<file path="src/rtl/unary_bar_counter_pkg.sv">
// Shared types and elaboration helpers for the unary bar counter.
// Sizes the count and repeat-timer registers from the parameters.
package unary_bar_counter_pkg;

    typedef enum logic [1:0] {
        IDLE    = 2'd0,
        HOLD_UP = 2'd1,
        HOLD_DN = 2'd2
    } state_e;

    // Number of bits needed to index v distinct values (0 for v <= 1).
    function automatic int clog2(input int v);
        int r;
        int p;
        r = 0;
        p = 1;
        while (p < v) begin
            p = p << 1;
            r = r + 1;
        end
        return r;
    endfunction

    // The timer must hold values up to the larger of the two reload targets.
    function automatic int timer_width(input int hold_cyc, input int repeat_cyc);
        int m;
        int w;
        m = (hold_cyc > repeat_cyc) ? hold_cyc : repeat_cyc;
        w = clog2(m + 1);
        return (w < 1) ? 1 : w;
    endfunction

endpackage

</file>
<file path="src/rtl/unary_bar_counter_therm_dcdr.sv">
// Combinational count-to-thermometer decoder: bit i is lit when count > i.
module therm_dcdr
    import unary_bar_counter_pkg::*;
#(
    parameter int N = 15,
    localparam int W = clog2(N + 1)
) (
    input  logic [W-1:0] count_i,
    output logic [N-1:0] therm_o
);

    generate
        for (genvar gi = 0; gi < N; gi++) begin : g_bit
            assign therm_o[gi] = (count_i > W'(gi));
        end
    endgenerate

endmodule

</file>
<file path="src/rtl/unary_bar_counter.sv">
// Two-button up/down counter with a thermometer LED bar, optional wrap,
// hold-to-auto-repeat, and idle-time bar inversion driven by the raw buttons.
module unary_bar_counter
    import unary_bar_counter_pkg::*;
#(
    parameter int N          = 15,
    parameter int WRAP       = 0,
    parameter int INV_IDLE   = 1,
    parameter int HOLD_CYC   = 0,
    parameter int REPEAT_CYC = 1,
    localparam int W         = clog2(N + 1)
) (
    input  logic         CLK,
    input  logic         RESET,
    input  logic         BTN_UP,
    input  logic         BTN_DN,
    output logic [W-1:0] COUNT,
    output logic [N-1:0] LED,
    output logic         AT_MAX,
    output logic         AT_MIN
);

    localparam int TW = timer_width(HOLD_CYC, REPEAT_CYC);
    localparam logic [W-1:0]  N_W      = W'(N);
    localparam logic [TW-1:0] HOLD_T   = TW'(HOLD_CYC);
    localparam logic [TW-1:0] REPEAT_T = TW'(REPEAT_CYC);

    generate
        if (N < 1) begin : g_bad_n
            $error("unary_bar_counter: N must be at least 1");
        end
        if (HOLD_CYC > 0 && REPEAT_CYC < 1) begin : g_bad_repeat
            $error("unary_bar_counter: REPEAT_CYC must be at least 1 when auto-repeat is enabled");
        end
    endgenerate

    state_e        state_q, state_d;
    logic [W-1:0]  count_q, count_d;
    logic [TW-1:0] tmr_q, tmr_d;
    logic [TW-1:0] tmr_inc;
    logic          rpt_q, rpt_d;
    logic          at_max_q, at_max_d;
    logic          at_min_q, at_min_d;
    logic          step_up, step_dn;
    logic [N-1:0]  therm;

    always_comb begin
        state_d  = state_q;
        count_d  = count_q;
        tmr_d    = tmr_q;
        rpt_d    = rpt_q;
        step_up  = 1'b0;
        step_dn  = 1'b0;
        tmr_inc  = tmr_q + TW'(1);

        if (BTN_UP && BTN_DN) begin
            state_d = IDLE;
            tmr_d   = '0;
        end else if (!BTN_UP && !BTN_DN) begin
            state_d = IDLE;
        end else if (BTN_UP && state_q != HOLD_UP) begin
            step_up = 1'b1;
            state_d = HOLD_UP;
            tmr_d   = '0;
            rpt_d   = 1'b0;
        end else if (BTN_DN && state_q != HOLD_DN) begin
            step_dn = 1'b1;
            state_d = HOLD_DN;
            tmr_d   = '0;
            rpt_d   = 1'b0;
        end else if (HOLD_CYC != 0) begin
            // Same button still held: first repeat waits HOLD_CYC, later ones REPEAT_CYC.
            if (tmr_inc == (rpt_q ? REPEAT_T : HOLD_T)) begin
                step_up = BTN_UP;
                step_dn = BTN_DN;
                tmr_d   = '0;
                rpt_d   = 1'b1;
            end else begin
                tmr_d = tmr_inc;
            end
        end

        if (step_up) begin
            count_d = (count_q == N_W) ? ((WRAP != 0) ? '0 : N_W) : count_q + W'(1);
        end else if (step_dn) begin
            count_d = (count_q == '0) ? ((WRAP != 0) ? N_W : '0) : count_q - W'(1);
        end

        at_max_d = (count_d == N_W);
        at_min_d = (count_d == '0);
    end

    always_ff @(posedge CLK or posedge RESET) begin
        if (RESET) begin
            state_q  <= IDLE;
            count_q  <= '0;
            tmr_q    <= '0;
            rpt_q    <= 1'b0;
            at_max_q <= 1'b0;
            at_min_q <= 1'b1;
        end else begin
            state_q  <= state_d;
            count_q  <= count_d;
            tmr_q    <= tmr_d;
            rpt_q    <= rpt_d;
            at_max_q <= at_max_d;
            at_min_q <= at_min_d;
        end
    end

    therm_dcdr #(.N(N)) u_therm (
        .count_i (count_q),
        .therm_o (therm)
    );

    // Inversion tracks the raw buttons, so the bar flips without waiting for a clock edge.
    always_comb begin
        LED = therm;
        if (INV_IDLE != 0 && !(BTN_UP || BTN_DN)) begin
            LED = ~therm;
        end
    end

    assign COUNT  = count_q;
    assign AT_MAX = at_max_q;
    assign AT_MIN = at_min_q;

endmodule
</file>
<file path="config.mk">
export PLATFORM = sky130hd
export DESIGN_NAME = unary_bar_counter
export DESIGN_NICKNAME = d
export VERILOG_FILES = /design/src/rtl/unary_bar_counter_pkg.sv /design/src/rtl/unary_bar_counter_therm_dcdr.sv /design/src/rtl/unary_bar_counter.sv
export SDC_FILE = /design/constraint.sdc
export NUM_CORES = 1
export LEC_CHECK = 0
export BUFFER_PORTS_ARGS = -buffer_cell sky130_fd_sc_hd__buf_2
export CORE_MARGIN = 2
export CORE_UTILIZATION = 40
export CTS_CLUSTER_SIZE = 14
export DETAILED_ROUTE_END_ITERATION = 6
export HOLD_SLACK_MARGIN = 0.1
export MAX_ROUTING_LAYER = met4
export PLACE_DENSITY = 0.64
export SKIP_CTS_REPAIR_TIMING = 1
export SYNTH_ARGS = -nofsm -noshare
export SYNTH_HDL_FRONTEND = slang
export SYNTH_SLANG_ARGS = --single-unit
</file>
<file path="constraint.sdc">
create_clock -name CLK -period 3.76 [get_ports CLK]
set_input_delay 1.128 -clock CLK [delete_from_list [all_inputs] [get_ports CLK]]
set_output_delay 1.128 -clock CLK [all_outputs]
set_load 0.01 [all_outputs]
</file>
==> reports/results.tsv <==
stage	metric	value	unit
status	status	finished clean	
cells_and_area	areaGrowthSynthToFinish	19.03	%
critical_path	slowest_delay	0.70	ns
placed_design	place_congestion	0.7819	
critical_path	cp_num_buf_inv	3	
synth	avgSynthCellArea	8.452	sq um
sta	rsz0062_at_grt	no	
sta	finalSetupViolCount	0	
cells_and_area	register_area	201.4	sq um
critical_path	critPathMaxFanout	16	
synth	ys_ff_latch	8	
die	die-area	2451	sq um
clock_tree	cts_sinks	8	
placed_design	dp_hpwl	1284	microns
placed_design	dpl.cell_count	144	
clock_tree	clk_pin_slew_worst_paths	0.05	ns
global_routing	antenna_found_initial	0	
sta	finClkSkew	0.008059	ns
synth	synth_fa_ha_area_frac	0.1057	
synth	yosysSeqAreaShare	0.2432	
synth	synthTopCellsByArea	dfrtp_1, xnor2_1, ha_1	
critical_path	critPathKind	input port to output pin	
critical_path	cp_common_cell	buf_2	
cells_and_area	antenna_cells	0	
sta	finalSetupTns	0	ns
die	die_y	49.51	microns
cells_and_area	multiInputGateArea	566.8	sq um
flow_run	drv_cap	0	
power	power_density	780.4	nW/um^2
sta	worst_slew_pin_slew	0.8007	ns
sta	relSlewSlack	0.4662	
critical_path	end_kind	output pin	
die	rows	16	
global_routing	grt_pass1_wl	2960	microns
global_routing	track_usage	0.1551	
synth	synth_top_family_by_area	compound AO/OA/AOI/OAI gates	
power	ir_worst_vdd	0.4702	mV
critical_path	cpMaxStageDelayCell	ha_1	
global_routing	grt_pass1_vias	667	
synth	synth-compound-area-share	0.2145	
global_routing	grt_overflow	0	
cells_and_area	fin_area	985.9	sq um
synth	synthSimpleGateAreaFrac	0.2054	
critical_path	crit_arrival	2.42	ns
min_path	holdCritPathClass	flip-flop to flip-flop	
clock_tree	cts_buffers	3	
critical_path	startpoint_type	input port	
detailed_routing	wl	1641	microns
critical_path	path_cells	buf_2, inv_1, ha_1, xnor2_1, buf_2	
synth	yosysTopAreaCell	dfrtp_1	
synth	synth_xor_area_frac	0.1586	
sta	slew_viol_final	0	
cells_and_area	n_fill_cell	216	
die	initial_core_util	0.4222	
clock_tree	htreeDepth	1	
critical_path	critPathTopFamily	adder cells	
die	io_pins	25	
clock_tree	clk_latency	0.25	ns
die	fp.dieW	49.51	microns
die	core	1962	sq um
detailed_routing	vias_per_cell	4.885	
power	p_leak	0.4397	nW
synth	syn-num-nets	109	
detailed_routing	drt_iter0_drc	9	
placed_design	io_buffers	24	
synth	yosysWarnings	0	
clock_tree	cts_tree	done	
sta	post-route-period-util	0.9433	
detailed_routing	vias	723	
detailed_routing	drc_errors	0	
clock_tree	clockBufferDepth	2	
clock_tree	cts_root_buffer	clkbuf_4	
detailed_routing	dr.pass1.iters	4	
sta	period_needed	3.547	ns
global_routing	grt_start_max_net_pins	24	
cells_and_area	nets	133	
placed_design	postPlaceCellArea	959.7	sq um
sta	max_freq	0.2819	GHz
detailed_routing	wl_per_cell	11.09	microns
synth	synthCells	98	
critical_path	worstPathRequired	2.63	ns
synth	syn_area	828.3	sq um
cells_and_area	final_cell_count_no_fill	148	
synth	synth_mux_area_frac	0	
cells_and_area	layout-drive-gt1-share	0.2645	
synth	yosysUniqueCellTypes	38	
detailed_routing	ant_nets	0	
sta	hold_viol	0	
synth	synth_top_area_frac	0.2115	
[synthesized netlist by cell type, drive strengths merged]
library cell,n
a21o,1
xnor2,14
or3,2
ha,7
a311oi,1
buf,1
nor2,6
or2,1
a21boi,2
nor3b,2
o21ai,7
inv,8
nor3,2
o21a,2
and4,1
dfrtp,7
nor4,2
nor2b,2
nand2b,1
dfstp,1
o221ai,2
nand2,2
a311o,1
o22ai,1
clkbuf,5
xor2,1
and2,1
o311ai,1
nand3,5
a31oi,1
o32ai,1
o211ai,2
nand3b,1
a21oi,4
[area by class of cell]
cell class	count	area share
clock buffers	4	0.02665
repair buffers	25	0.1294
well taps	27	0.03426
multi-input cells	76	0.5749
flip-flops and latches	8	0.2043
inverters	8	0.03046
[flip-flops by register name (all words and copies together), names as in the netlist]
register  count
AT_MAX        1
AT_MIN        1
COUNT         4
state_q       2
[power breakdown]
group / internal [W] / leakage (nW) / switching, W
combinational: 0.000231 / 0.325 / 0.000268
clock: 0.0000404 / 0.0150 / 0.0000267
sequential: 0.000116 / 0.0999 / 0.0000871
[cells in the final DEF (no fill, tap or decap), types with 2 or more instances in the layout]
cell type,instances
buf_2,24
nor3_1,2
nor2_1,6
xnor2_1,14
a21oi_1,4
clkbuf_4,3
ha_1,7
dfrtp_1,7
or3_1,2
o21a_1,2
o221ai_1,2
inv_1,8
nand2_1,2
o211ai_1,2
nor2b_1,2
nand3_1,5
o21ai_0,6
[worst paths after layout]
path / startpoint / to / slack [ns] / cells past startpoint
min in group asynchronous: RESET / COUNT[2] / 0.80 / 2
max reg2reg: COUNT[0] / AT_MIN / 1.59 / 7
min: state_q[0] / state_q[1] / 0.64 / 2
max in group asynchronous: RESET / AT_MIN / 2.67 / 2
max: BTN_DN / LED[0] / 0.21 / 5
min reg2reg: state_q[0] / state_q[1] / 0.64 / 2
[through the flow]
step           hold slack, ns  total power (W)    util  setup slack, ns
2_1_floorplan          0.5828        0.0005484       -           0.4375
3_3_place_gp           0.6303        0.0006993  0.4892           0.2683
3_5_place_dp           0.6373        0.0007091  0.4892           0.2002
4_1_cts                0.6428        0.0007785  0.5026           0.2038
5_1_grt                0.6734        0.0008547  0.5026           0.1033
6_report               0.6355        0.0007695  0.5026           0.2132
[routing by layer]
metal,global-route usage,wire [microns],vias to the layer above,share of wire
met5,-,0,-,0
met4,0.06944,0,0,0
met3,0.009091,57,0,0.035
met2,0.2590,731,16,0.45
met1,0.1943,852,312,0.52
li1,-,-,395,-
[worst reg2reg max path: stages (launching register included)]
cell and delay, ns:
dfrtp_1 0.48, inv_1 0.15, ha_1 0.22, nor3b_1 0.49
nor2_1 0.10, o221ai_1 0.17, o21ai_0 0.18, nor4_2 0.28
[kinds of logic (layout without fill, tap and decap cells)]
| family | after synthesis | in the layout |
|---|---|---|
| AO/OA/AOI/OAI | 26 | 26 |
| AND/OR/NAND/NOR | 28 | 28 |
| buffers and inverters | 14 | 37 |
| XOR/XNOR | 15 | 15 |
| flip-flops | 8 | 8 |
| adder cells (fa/ha/maj) | 7 | 7 |
(Power assumes the default switching activity.)
